--- src/rtl/regbank_pkg.sv ---
// Shared constants and helpers for the round-robin register-bank writer.
package regbank_pkg;

   localparam int unsigned DefWidth = 8;
   localparam int unsigned DefNreq  = 4;
   localparam int unsigned DefNregs = 4;
   localparam int unsigned CntW     = 16;

   // Width of a requester index; never narrower than one bit.
   function automatic int unsigned idw(input int unsigned n);
      return (n <= 1) ? 1 : $clog2(n);
   endfunction

endpackage

--- src/rtl/regbank_rr_writer_if.sv ---
// Request/grant and read-port bundle between requesters and the shared register bank.
interface regbank_rr_writer_if
   import regbank_pkg::*;
#(
   parameter int unsigned WIDTH = DefWidth,
   parameter int unsigned NREQ  = DefNreq,
   parameter int unsigned AW    = 2,
   parameter int unsigned IDW   = 2
);

   logic [NREQ-1:0]       req;
   logic [NREQ*AW-1:0]    req_addr;
   logic [NREQ*WIDTH-1:0] req_data;
   logic [NREQ-1:0]       gnt;
   logic [AW-1:0]         rd_addr;
   logic [WIDTH-1:0]      rd_data;
   logic [IDW-1:0]        last_id;
   logic [CntW-1:0]       wr_cnt;

   modport master (
      output req, req_addr, req_data, rd_addr,
      input  gnt, rd_data, last_id, wr_cnt
   );

   modport slave (
      input  req, req_addr, req_data, rd_addr,
      output gnt, rd_data, last_id, wr_cnt
   );

endinterface

--- src/rtl/register_bank.sv ---
// Single storage register with synchronous active-low reset and write enable.
module register_bank #(
   parameter int unsigned WIDTH = 8
) (
   input  logic             clk,
   input  logic             rst,
   input  logic             wr_en_i,
   input  logic [WIDTH-1:0] in_i,
   output logic [WIDTH-1:0] out_o
);

   logic [WIDTH-1:0] data_q;

   always_ff @(posedge clk) begin
      if (!rst) begin
         data_q <= '0;
      end else if (wr_en_i) begin
         data_q <= in_i;
      end
   end

   assign out_o = data_q;

endmodule

--- src/rtl/rr_pick.sv ---
// Combinational round-robin picker: first set request at or above ptr, else wrap to lowest.
module rr_pick #(
   parameter int unsigned NREQ = 4,
   parameter int unsigned IDW  = 2
) (
   input  logic [NREQ-1:0] req_i,
   input  logic [IDW-1:0]  ptr_i,
   output logic [NREQ-1:0] gnt_o,
   output logic [IDW-1:0]  idx_o,
   output logic            any_o
);

   logic [NREQ-1:0] upper;

   always_comb begin
      upper = '0;
      idx_o = '0;
      any_o = |req_i;
      gnt_o = '0;
      for (int i = 0; i < int'(NREQ); i++) begin
         upper[i] = req_i[i] && (IDW'(i) >= ptr_i);
      end
      // Descending scan so the lowest set bit is the last one assigned.
      for (int i = int'(NREQ) - 1; i >= 0; i--) begin
         if (|upper) begin
            if (upper[i]) idx_o = IDW'(i);
         end else if (req_i[i]) begin
            idx_o = IDW'(i);
         end
      end
      for (int i = 0; i < int'(NREQ); i++) begin
         gnt_o[i] = any_o && (IDW'(i) == idx_o);
      end
   end

endmodule

--- src/rtl/regbank_rr_writer.sv ---
// Register bank shared by NREQ writers; round-robin arbitration, one commit per clock.
module regbank_rr_writer
   import regbank_pkg::*;
#(
   parameter int unsigned WIDTH = DefWidth,
   parameter int unsigned NREQ  = DefNreq,
   parameter int unsigned NREGS = DefNregs,
   parameter int unsigned AW    = $clog2(NREGS)
) (
   input  logic                clk,
   input  logic                rst,
   regbank_rr_writer_if.slave  bus_io
);

   localparam int unsigned IDW = idw(NREQ);

   logic [NREQ-1:0]  req_masked;
   logic [NREQ-1:0]  gnt;
   logic [IDW-1:0]   win_idx;
   logic             any_gnt;
   logic [AW-1:0]    win_addr;
   logic [WIDTH-1:0] win_data;
   logic [WIDTH-1:0] reg_out [NREGS];

   logic [IDW-1:0]   ptr_q, ptr_d;
   logic [IDW-1:0]   last_id_q, last_id_d;
   logic [CntW-1:0]  wr_cnt_q, wr_cnt_d;

   // Requests are invisible during reset so nothing commits in a reset cycle.
   assign req_masked = bus_io.req & {NREQ{rst}};

   rr_pick #(
      .NREQ (NREQ),
      .IDW  (IDW)
   ) u_pick (
      .req_i (req_masked),
      .ptr_i (ptr_q),
      .gnt_o (gnt),
      .idx_o (win_idx),
      .any_o (any_gnt)
   );

   always_comb begin
      win_addr = '0;
      win_data = '0;
      for (int i = 0; i < int'(NREQ); i++) begin
         if (win_idx == IDW'(i)) begin
            win_addr = bus_io.req_addr[i*AW +: AW];
            win_data = bus_io.req_data[i*WIDTH +: WIDTH];
         end
      end
   end

   always_comb begin
      ptr_d     = ptr_q;
      last_id_d = last_id_q;
      wr_cnt_d  = wr_cnt_q;
      if (any_gnt) begin
         ptr_d     = (win_idx == IDW'(NREQ - 1)) ? '0 : win_idx + 1'b1;
         last_id_d = win_idx;
         wr_cnt_d  = wr_cnt_q + 1'b1;
      end
   end

   always_ff @(posedge clk) begin
      if (!rst) begin
         ptr_q     <= '0;
         last_id_q <= '0;
         wr_cnt_q  <= '0;
      end else begin
         ptr_q     <= ptr_d;
         last_id_q <= last_id_d;
         wr_cnt_q  <= wr_cnt_d;
      end
   end

   for (genvar j = 0; j < NREGS; j++) begin : g_reg
      register_bank #(
         .WIDTH (WIDTH)
      ) u_reg (
         .clk     (clk),
         .rst     (rst),
         .wr_en_i (any_gnt && (win_addr == AW'(j))),
         .in_i    (win_data),
         .out_o   (reg_out[j])
      );
   end

   assign bus_io.gnt     = gnt;
   assign bus_io.rd_data = reg_out[bus_io.rd_addr];
   assign bus_io.last_id = last_id_q;
   assign bus_io.wr_cnt  = wr_cnt_q;

endmodule

--- src/flat_wrapper.sv ---
// flat-port wrapper written by rule: the top's interface ports become plain ports
module regbank_rr_writer_flat import regbank_pkg::*;
#(
   parameter int unsigned WIDTH = DefWidth,
   parameter int unsigned NREQ  = DefNreq,
   parameter int unsigned NREGS = DefNregs,
   parameter int unsigned AW    = $clog2(NREGS)
)
  (clk, rst, bus_io_req, bus_io_req_addr, bus_io_req_data, bus_io_rd_addr, bus_io_gnt, bus_io_rd_data, bus_io_last_id, bus_io_wr_cnt);
  regbank_rr_writer_if #(.WIDTH(WIDTH), .NREQ(NREQ), .AW(AW), .IDW(2)) bus_io_i ();
  input  logic clk;
  input  logic rst;
  input wire logic [$bits(bus_io_i.req)-1:0] bus_io_req;
  input wire logic [$bits(bus_io_i.req_addr)-1:0] bus_io_req_addr;
  input wire logic [$bits(bus_io_i.req_data)-1:0] bus_io_req_data;
  input wire logic [$bits(bus_io_i.rd_addr)-1:0] bus_io_rd_addr;
  output wire logic [$bits(bus_io_i.gnt)-1:0] bus_io_gnt;
  output wire logic [$bits(bus_io_i.rd_data)-1:0] bus_io_rd_data;
  output wire logic [$bits(bus_io_i.last_id)-1:0] bus_io_last_id;
  output wire logic [$bits(bus_io_i.wr_cnt)-1:0] bus_io_wr_cnt;
  assign bus_io_i.req = bus_io_req;
  assign bus_io_i.req_addr = bus_io_req_addr;
  assign bus_io_i.req_data = bus_io_req_data;
  assign bus_io_i.rd_addr = bus_io_rd_addr;
  assign bus_io_gnt = bus_io_i.gnt;
  assign bus_io_rd_data = bus_io_i.rd_data;
  assign bus_io_last_id = bus_io_i.last_id;
  assign bus_io_wr_cnt = bus_io_i.wr_cnt;
  regbank_rr_writer #(.WIDTH(WIDTH), .NREQ(NREQ), .NREGS(NREGS), .AW(AW)) u_core (.clk(clk), .rst(rst), .bus_io(bus_io_i));
endmodule
--- config.mk ---
export PLATFORM = sky130hd
export DESIGN_NAME = regbank_rr_writer_flat
export DESIGN_NICKNAME = d
export VERILOG_FILES = /design/src/rtl/regbank_pkg.sv /design/src/rtl/regbank_rr_writer_if.sv /design/src/rtl/register_bank.sv /design/src/rtl/rr_pick.sv /design/src/rtl/regbank_rr_writer.sv /design/src/flat_wrapper.sv
export SDC_FILE = /design/constraint.sdc
export NUM_CORES = 1
export LEC_CHECK = 0
export CAP_MARGIN = 20
export CORE_ASPECT_RATIO = 0.6
export CORE_UTILIZATION = 25
export DETAILED_ROUTE_END_ITERATION = 8
export DONT_BUFFER_PORTS = 1
export GPL_TIMING_DRIVEN = 0
export PLACE_DENSITY = 0.43
export SLEW_MARGIN = 20
export SYNTH_ARGS = -nofsm -noshare
export SYNTH_HDL_FRONTEND = slang
export SYNTH_HIERARCHICAL = 1
export SYNTH_SLANG_ARGS = --single-unit
--- constraint.sdc ---
create_clock -name clk -period 5.6 [get_ports clk]
set_input_delay 1.4 -clock clk [delete_from_list [all_inputs] [get_ports clk]]
set_output_delay 1.4 -clock clk [all_outputs]
set_load 0.005 [all_outputs]
==> run_results.csv, run 1 <==
group,metric,value,unit
outcome,status,"complete, no violations",
pwr,ir_drop,0.000117,V
timing,hold_slack,0.497,ns
worst_setup_path,cp.arrival,4.68,ns
timing,maxSlewHeadroom,50.4,%
clock_tree,cts_max_level,2,
yosys,ys_warn_count,6,
clock_tree,cts_tree,"built",
pwr,p_total,1.04,mW
die,initial_core_util,26.4,%
clock_tree,clock_latency,0.29,ns
timing,fin_tns_setup,0,ns
yosys,yosysSeqAreaShare,36.3,%
worst_setup_path,r2r_cells,13,
pwr,power.density,322,nW/um^2
clock_tree,clk_pin_slew,0.07,ns
yosys,synth.top_cell.area_share,36.3,%
final_layout,diodes,0,
yosys,synth.largest_area_cell,"dfxtp_1",
final_layout,nets,364,
worst_hold_path,hold_class,"flip-flop to flip-flop",
worst_setup_path,worstPathCellList,"and2_1 > or2b_1 > a21oi_1 > a211oi_1 > inv_1 > ha_1 > clkbuf_1 > nor2b_1 > o21ai_0 > nand3_1 > a221oi_1 > buf_6 > mux2i_1 > nor2b_1",
grt,grt_pass1_vias,2010,
yosys,netlist_instances,304,
yosys,syn-mean-instance-area,9.44,um^2
worst_setup_path,cp_num_cells,14,
timing,finalCriticalPeriod,4.50,ns
yosys,synth_seq_cells,52,
detailed_routing,wire_per_inst,17.3,um
placed_design,place_congestion,0.706,
clock_tree,cts_resized,0,
worst_setup_path,cpMostUsedCell,"nor2b_1",
worst_setup_path,path_delay_family,"compound AO/OA/AOI/OAI gates",
clock_tree,clockRootBuffer,"clkbuf_16",
worst_setup_path,worst_path_max_delay_cell,"a211oi_1",
timing,rsz0062_at_grt,"no",
die,fp.dieH,85.0,um
timing,hold_violations,0,
final_layout,areaGrowthSynthToFinish,12.4,%
job,maxCapViolations,0,
detailed_routing,wl,7810,um
detailed_routing,viasPerCell,4.89,
placed_design,port_buffers,0,
clock_tree,post_cts_buffers,0,
clock_tree,cts_made_buffers,5,
yosys,synth_edf_count,0,
die,row_count,29,
final_layout,final_util,29.7,%
detailed_routing,first_pass_iters,5,
final_layout,drive_gt1_share,9.94,%
yosys,synth-async-reset-ratio,0,%
worst_setup_path,critPathMaxFanout,10,
yosys,ys_top_cells_by_area,"dfxtp_1 (36%), mux2i_1 (13%), nor2b_1 (8.9%), mux4_2 (6.3%), nor2_1 (3.0%)",
die,die_area,11900,um^2
timing,finalSetupViolations,0,
clock_tree,clock-sinks,52,
worst_setup_path,crit_path_start_kind,"input pin",
yosys,yosysUniqueCellTypes,48,
grt,grt_pass1_wl,12000,um
grt,antenna_found_initial,0,
die,io_pins,78,
timing,fin_crit_sh,80.3,%
worst_setup_path,endpoint_kind,"flip-flop",
grt,grtUsageTotal,13.6,%
grt,grt_max_degree,40,
detailed_routing,vias,2205,
detailed_routing,drtAntennaViolNets,0,
yosys,syn_nets,357,
detailed_routing,drt-initial-drc-count,60,
pwr,leakagePower,1.10,nW
worst_setup_path,crit_type,"input pin to flip-flop",
worst_hold_path,min_path_cells,2,
timing,slew_violations,0,
yosys,syn-cell-area,2870,um^2
worst_setup_path,slowest_delay,0.63,ns
placed_design,dpl.hpwl,5830,um
clock_tree,hold_buffers,0,
worst_setup_path,path_buf_inv,3,
timing,worstMarginPinSlew,0.739,ns
clock_tree,cts_buffer_depth,2,
worst_setup_path,required,5.78,ns
die,coreArea,10800,um^2
yosys,synth_flop_cell,"dfxtp_1",
die,fp.dieW,140,um
grt,overflow,0,
timing,max_freq,222,MHz
timing,fin_skew,0.00145,ns
detailed_routing,drc,0,
-- area by class of cell --
class	count	area (um^2)
Sequential cell	52	1040
Tap cell	139	174
Clock buffer	7	153
Inverter	7	26.3
Buffer	17	101
Clock inverter	1	30.0
Multi-Input combinational cell	228	1700
Fill cell	1132	7620
-- placed cells by master (no fill, tap or decap), types with 3 or more instances in the layout --
master and count:
and2_1 4, xor2_1 5, dfxtp_1 52, ha_1 5
nand4_1 4, nor3_1 3, mux4_2 8, inv_1 5
and3_1 3, a221oi_1 8, clkbuf_16 5, nand2_1 21
buf_6 4, nor4_1 5, nand2b_1 3, nor2b_1 41
a21oi_1 10, buf_1 3, xnor2_1 7, o31ai_1 8
mux2i_1 38, o21ai_0 4, nor2_1 23, clkbuf_1 6
nand3_1 8
-- registers in the layout (all words and copies together), names as in the netlist --
register and flops:
u_core/bus_io.last_id 2, u_core/bus_io.wr_cnt 16, u_core/g.u_reg/out_o 32, u_core/ptr_q 2
-- worst register-to-register path, delay by kind of cell, from the launching register on --
family,cells,cell delay (ns)
DFF,1,0.49
AOI/OAI and AO/OA,4,1.26
buffers and inverters,3,0.67
and+or+nand+nor,4,0.57
muxes,1,0.23
adders and majority gates,1,0.26
-- worst paths after layout --
path / from / slack, ns / end
setup reg to reg: u_core/ptr_q[0] / 2.00 / u_core/g_reg[2].u_reg/out_o[6]
hold / removal: u_core/ptr_q[1] / 0.50 / u_core/ptr_q[1]
hold reg to reg: u_core/ptr_q[1] / 0.50 / u_core/ptr_q[1]
setup / recovery: bus_io_req[1] / 1.10 / u_core/g_reg[2].u_reg/out_o[6]
-- power by group --
group          switching, mW  leakage [nW]  internal, mW
Clock                  0.137        0.0901         0.236
Sequential            0.0214         0.422         0.401
Combinational          0.134         0.591         0.109
-- cells in the mapped netlist, drive strengths merged, types with 3 or more instances --
cell / number
xor2: 5
mux2i: 38
nor2: 23
a21oi: 10
inv: 6
mux4: 8
nor4: 5
and2: 4
nor2b: 42
buf: 10
nor3: 3
o21ai: 4
nand2: 21
xnor2: 7
nand4: 5
o31ai: 8
a221oi: 9
dfxtp: 52
and3: 3
ha: 5
nand3: 8
nand2b: 3
clkbuf: 7
-- kinds of logic after synthesis --
logic type	count (synthesis)	share of synthesized area (%)
AND/OR/NAND/NOR	125	23.7
flip-flops	52	36.3
multiplexers	46	19.5
AO/OA/AOI/OAI	40	10.2
buffers and inverters	24	4.45
XOR/XNOR	12	3.66
adder cells (fa/ha/maj)	5	2.18
-- routing by layer --
metal / share of wire (%) / GRT usage (%) / vias up / wire length [um]
met5: 0 / 0 / - / 0
met4: 1.3 / 4.30 / 0 / 101
met3: 7.1 / 4.63 / 9 / 558
met2: 39 / 18.1 / 62 / 3060
met1: 52 / 20.1 / 1043 / 4090
li1: - / - / 1091 / -
-- stage by stage --
step	worst slack [ns]	cell area [um^2]	std cells
6_report	1.10	3230	451
5_1_grt	0.721	3230	451
4_1_cts	1.01	3230	451
3_5_place_dp	0.724	3040	443
3_3_place_gp	0.807	3040	443
2_1_floorplan	1.56	2870	304
No activity file was read; power rests on OpenSTA's default activity.
==> run 2, diff against run 1 <==
--- a/config.mk
+++ b/config.mk
@@ -5,13 +5,14 @@
 export SDC_FILE = /design/constraint.sdc
 export NUM_CORES = 1
 export LEC_CHECK = 0
+export ABC_AREA = 1
 export CAP_MARGIN = 20
 export CORE_ASPECT_RATIO = 0.6
 export CORE_UTILIZATION = 25
 export DETAILED_ROUTE_END_ITERATION = 8
 export DONT_BUFFER_PORTS = 1
 export GPL_TIMING_DRIVEN = 0
-export PLACE_DENSITY = 0.43
+export PLACE_DENSITY = 0.45
 export SLEW_MARGIN = 20
 export SYNTH_ARGS = -nofsm -noshare
 export SYNTH_HDL_FRONTEND = slang
==> constraint.sdc (replaced) <==
create_clock -name clk -period 3.95 [get_ports clk]
set_input_delay 0.9875 -clock clk [delete_from_list [all_inputs] [get_ports clk]]
set_output_delay 0.9875 -clock clk [all_outputs]
set_load 0.005 [all_outputs]
==> run 2 against run 1 <==
Clock power increased by 40%. Die area increased by 9.1%. Critical path type unchanged. Wire length increased by 22%. Critical endpoint is now u_core/g_reg[3].u_reg/out_o[4]. Largest cell class unchanged. Sequential power increased by 48%.
==> run_results.csv, run 2 <==
group,metric,value,unit
outcome,status,"complete, no violations",
final_layout,fillCellCount,1359,
final_layout,diodes,0,
yosys,ys_warn_count,6,
die,coreArea,12100,um^2
worst_setup_path,cp.arrival,3.81,ns
yosys,synth.largest_area_cell,"dfxtp_1",
worst_setup_path,r2r_start,"u_core/ptr_q[1]",
die,initial_core_util,25.8,%
detailed_routing,drtAntennaViolNets,0,
grt,grt_max_degree,17,
detailed_routing,first_pass_iters,4,
worst_setup_path,reg2reg_slack,1.27,ns
timing,slew_violations,0,
detailed_routing,drt-initial-drc-count,206,
yosys,synth-async-reset-ratio,0,%
pwr,power.density,441,nW/um^2
pwr,leakagePower,1.58,nW
detailed_routing,wire_per_inst,14.0,um
final_layout,layout_common_cells,"nand2_1 (129), nor2_1 (116), inv_1 (68)",
yosys,syn-mean-instance-area,6.17,um^2
yosys,yosys.area_share.simple,37.9,%
worst_setup_path,r2r_end,"u_core/g_reg[0].u_reg/out_o[6]",
final_layout,layout.cells.most_common,"nand2_1",
clock_tree,cts_tree,"built",
worst_hold_path,min_path_cells,2,
pwr,combPwrFrac,26.3,%
pwr,power_switching,0.502,mW
die,io_pins,78,
timing,worstMarginPinSlew,0.547,ns
worst_setup_path,critPathMaxFanout,10,
job,maxCapViolations,0,
yosys,synth_top_family_by_area,"simple AND/OR/NAND/NOR gates",
timing,max_freq,276,MHz
yosys,synth_mux_area_share,0,%
die,fp.dieW,147,um
timing,rsz0062_at_grt,"no",
worst_hold_path,hold_class,"flip-flop to flip-flop",
yosys,netlist_instances,508,
yosys,ys_top_cells_by_area,"dfxtp_1 (33%), nand2_1 (15%), nor2_1 (14%), inv_1 (8.1%), o21ai_0 (6.4%)",
yosys,yosys.area_share.xor_xnor,0,%
worst_hold_path,hold_path_end,"u_core/g_reg[2].u_reg/out_o[3]",
final_layout,fin_cells,681,
worst_setup_path,required,4.14,ns
clock_tree,clock-sinks,52,
final_layout,final_util,29.1,%
worst_setup_path,worstPathCellList,"clkbuf_2 > clkbuf_4 > nand2_1 > inv_1 > nand2_1 > nand3_1 > nand2_1 > nand2_2 > nand3_2 > inv_1 > inv_1 > ha_1 > nor2_2 > nand2_1 > a21o_1 > nand2_1 > nand2_1 > nor2_1 > buf_6 > buf_8 > nand2_2 > nand2_1 > nor2_1",
yosys,yosysSeqAreaShare,33.2,%
die,die_area,13000,um^2
final_layout,areaGrowthSynthToFinish,12.7,%
die,fp.dieH,88.8,um
clock_tree,clk_pin_slew,0.07,ns
detailed_routing,vias,3039,
worst_setup_path,crit_path_start_kind,"input pin",
timing,finalSetupViolations,0,
pwr,intPower,1.05,mW
final_layout,nets,568,
yosys,yosysUniqueCellTypes,26,
worst_setup_path,crit_type,"input pin to flip-flop",
pwr,switching_share,32.3,%
worst_setup_path,endpoint_kind,"flip-flop",
pwr,power_frac_clock,33.7,%
timing,fin_skew,0.00284,ns
grt,grt_pass1_vias,2743,
yosys,synthAdderAreaFrac,2.00,%
final_layout,drive_gt1_share,9.88,%
yosys,synth_compound_area_share,12.1,%
yosys,synth_common_cells,"nand2_1 (129), nor2_1 (116), inv_1 (68), dfxtp_1 (52), o21ai_0 (40)",
grt,grtUsageTotal,14.9,%
worst_hold_path,min_from,"u_core/g_reg[2].u_reg/out_o[3]",
placed_design,dp.cells,673,
final_layout,largest_reg_flops,32,
yosys,syn-cell-area,3140,um^2
detailed_routing,viasPerCell,4.46,
grt,grt_pass1_wl,14700,um
detailed_routing,drc,0,
worst_setup_path,r2r_cells,21,
timing,fin_crit_sh,91.7,%
clock_tree,cts_buffer_depth,2,
grt,antenna_found_initial,0,
placed_design,place_congestion,0.860,
clock_tree,cts_made_buffers,5,
worst_setup_path,cpMostUsedCell,"nand2_1",
yosys,yosys.cell_count.top_type,"nand2_1",
timing,maxSlewHeadroom,63.3,%
timing,finalCriticalPeriod,3.62,ns
yosys,synth_edf_count,0,
yosys,synth_flop_cell,"dfxtp_1",
pwr,ir_drop,0.000107,V
clock_tree,hold_buffers,0,
pwr,p_seq_share,40.0,%
clock_tree,clock_latency,0.29,ns
clock_tree,cts_max_level,2,
placed_design,dpl.hpwl,7660,um
worst_setup_path,worst_path_max_delay_cell,"nor2_2",
worst_setup_path,slowest_delay,0.33,ns
yosys,syn_nets,561,
detailed_routing,wl,9520,um
yosys,synth_seq_cells,52,
grt,overflow,0,
clock_tree,clockRootBuffer,"clkbuf_16",
yosys,synth.top_cell.area_share,33.2,%
die,row_count,31,
placed_design,port_buffers,0,
timing,hold_violations,0,
[run 2: changes by cell type in the layout (fill, tap and decap cells not counted), sizes merged, moves of 9 or more]
| cell | delta |
|---|---|
| a221oi | -9 |
| inv | +63 |
| mux2i | -38 |
| nand2 | +123 |
| nor2 | +99 |
| nor2b | -42 |
| o21ai | +38 |
[run 2: worst max path at each step]
stage	start	to	slack, ns	cells after the start
floorplan	rst	u_core/g_reg[3].u_reg/out_o[6]	0.53	23
global placement	rst	u_core/g_reg[2].u_reg/out_o[4]	-0.53	21
detailed placement	rst	u_core/g_reg[1].u_reg/out_o[4]	-0.66	21
CTS	rst	u_core/g_reg[3].u_reg/out_o[0]	0.02	21
global route	rst	u_core/g_reg[0].u_reg/out_o[0]	0.03	23
finish	rst	u_core/g_reg[3].u_reg/out_o[4]	0.33	23
[run 2: repair_timing]
item | in CTS | in global routing
gates resized for setup | 6 | 8
gates cloned | 0 | 0
setup buffers | 0 | 0
setup endpoints to repair | 20 | 32
[run 2: stage by stage]
| stage | instance area (um^2) | power [mW] | worst slack, ns | setup TNS [ns] | hold WS [ns] |
|---|---|---|---|---|---|
| floorplan | 3140 | 0.932 | 0.531 | 0 | 0.444 |
| detailed placement | 3340 | 1.04 | -0.656 | -12.25 | 0.459 |
| CTS | 3520 | 1.58 | 0.0171 | 0 | 0.469 |
| global route | 3530 | 1.67 | 0.0340 | 0 | 0.487 |
| global placement | 3340 | 1.04 | -0.533 | -8.61 | 0.455 |
| finish | 3530 | 1.56 | 0.328 | 0 | 0.469 |
[run 2: layout make-up]
cell class | count | area [um^2] | area share (%)
multi-input combinational | 366 | 1640 | 46.5
clock inverter | 2 | 38.8 | 1.10
tap | 165 | 206 | 5.84
inverter | 69 | 259 | 7.33
buffer | 21 | 208 | 5.88
sequential | 52 | 1040 | 29.5
clock buffer | 6 | 139 | 3.93
[run 2: per-layer routing]
metal	track usage (%)	wire length [um]	up-vias
met3	3.30	758	2
met2	19.3	3440	89
met5	0	0	-
met1	24.1	5290	1373
met4	2.27	29	0
li1	-	-	1575
[run 2: power by group through the flow]
stage	registers (mW)	logic, mW	clock network, mW
5_1_grt	0.630	0.469	0.568
3_5_place_dp	0.635	0.407	0
4_1_cts	0.623	0.410	0.544
3_3_place_gp	0.635	0.401	0
2_1_floorplan	0.618	0.314	0
6_report	0.623	0.410	0.524
[run 2: worst max-delay path: cells and delay by family]
kind | cells | cell delay (ns)
compound gates | 1 | 0.20
fa+ha+maj | 1 | 0.22
buf+inv | 7 | 1.07
simple gates | 14 | 1.31
[run 2: cells by family after synthesis]
kind of cell | after synthesis
and+or+nand+nor | 289
buffers and inverters | 90
AOI/OAI and AO/OA | 72
DFF | 52
adders and majority gates | 5
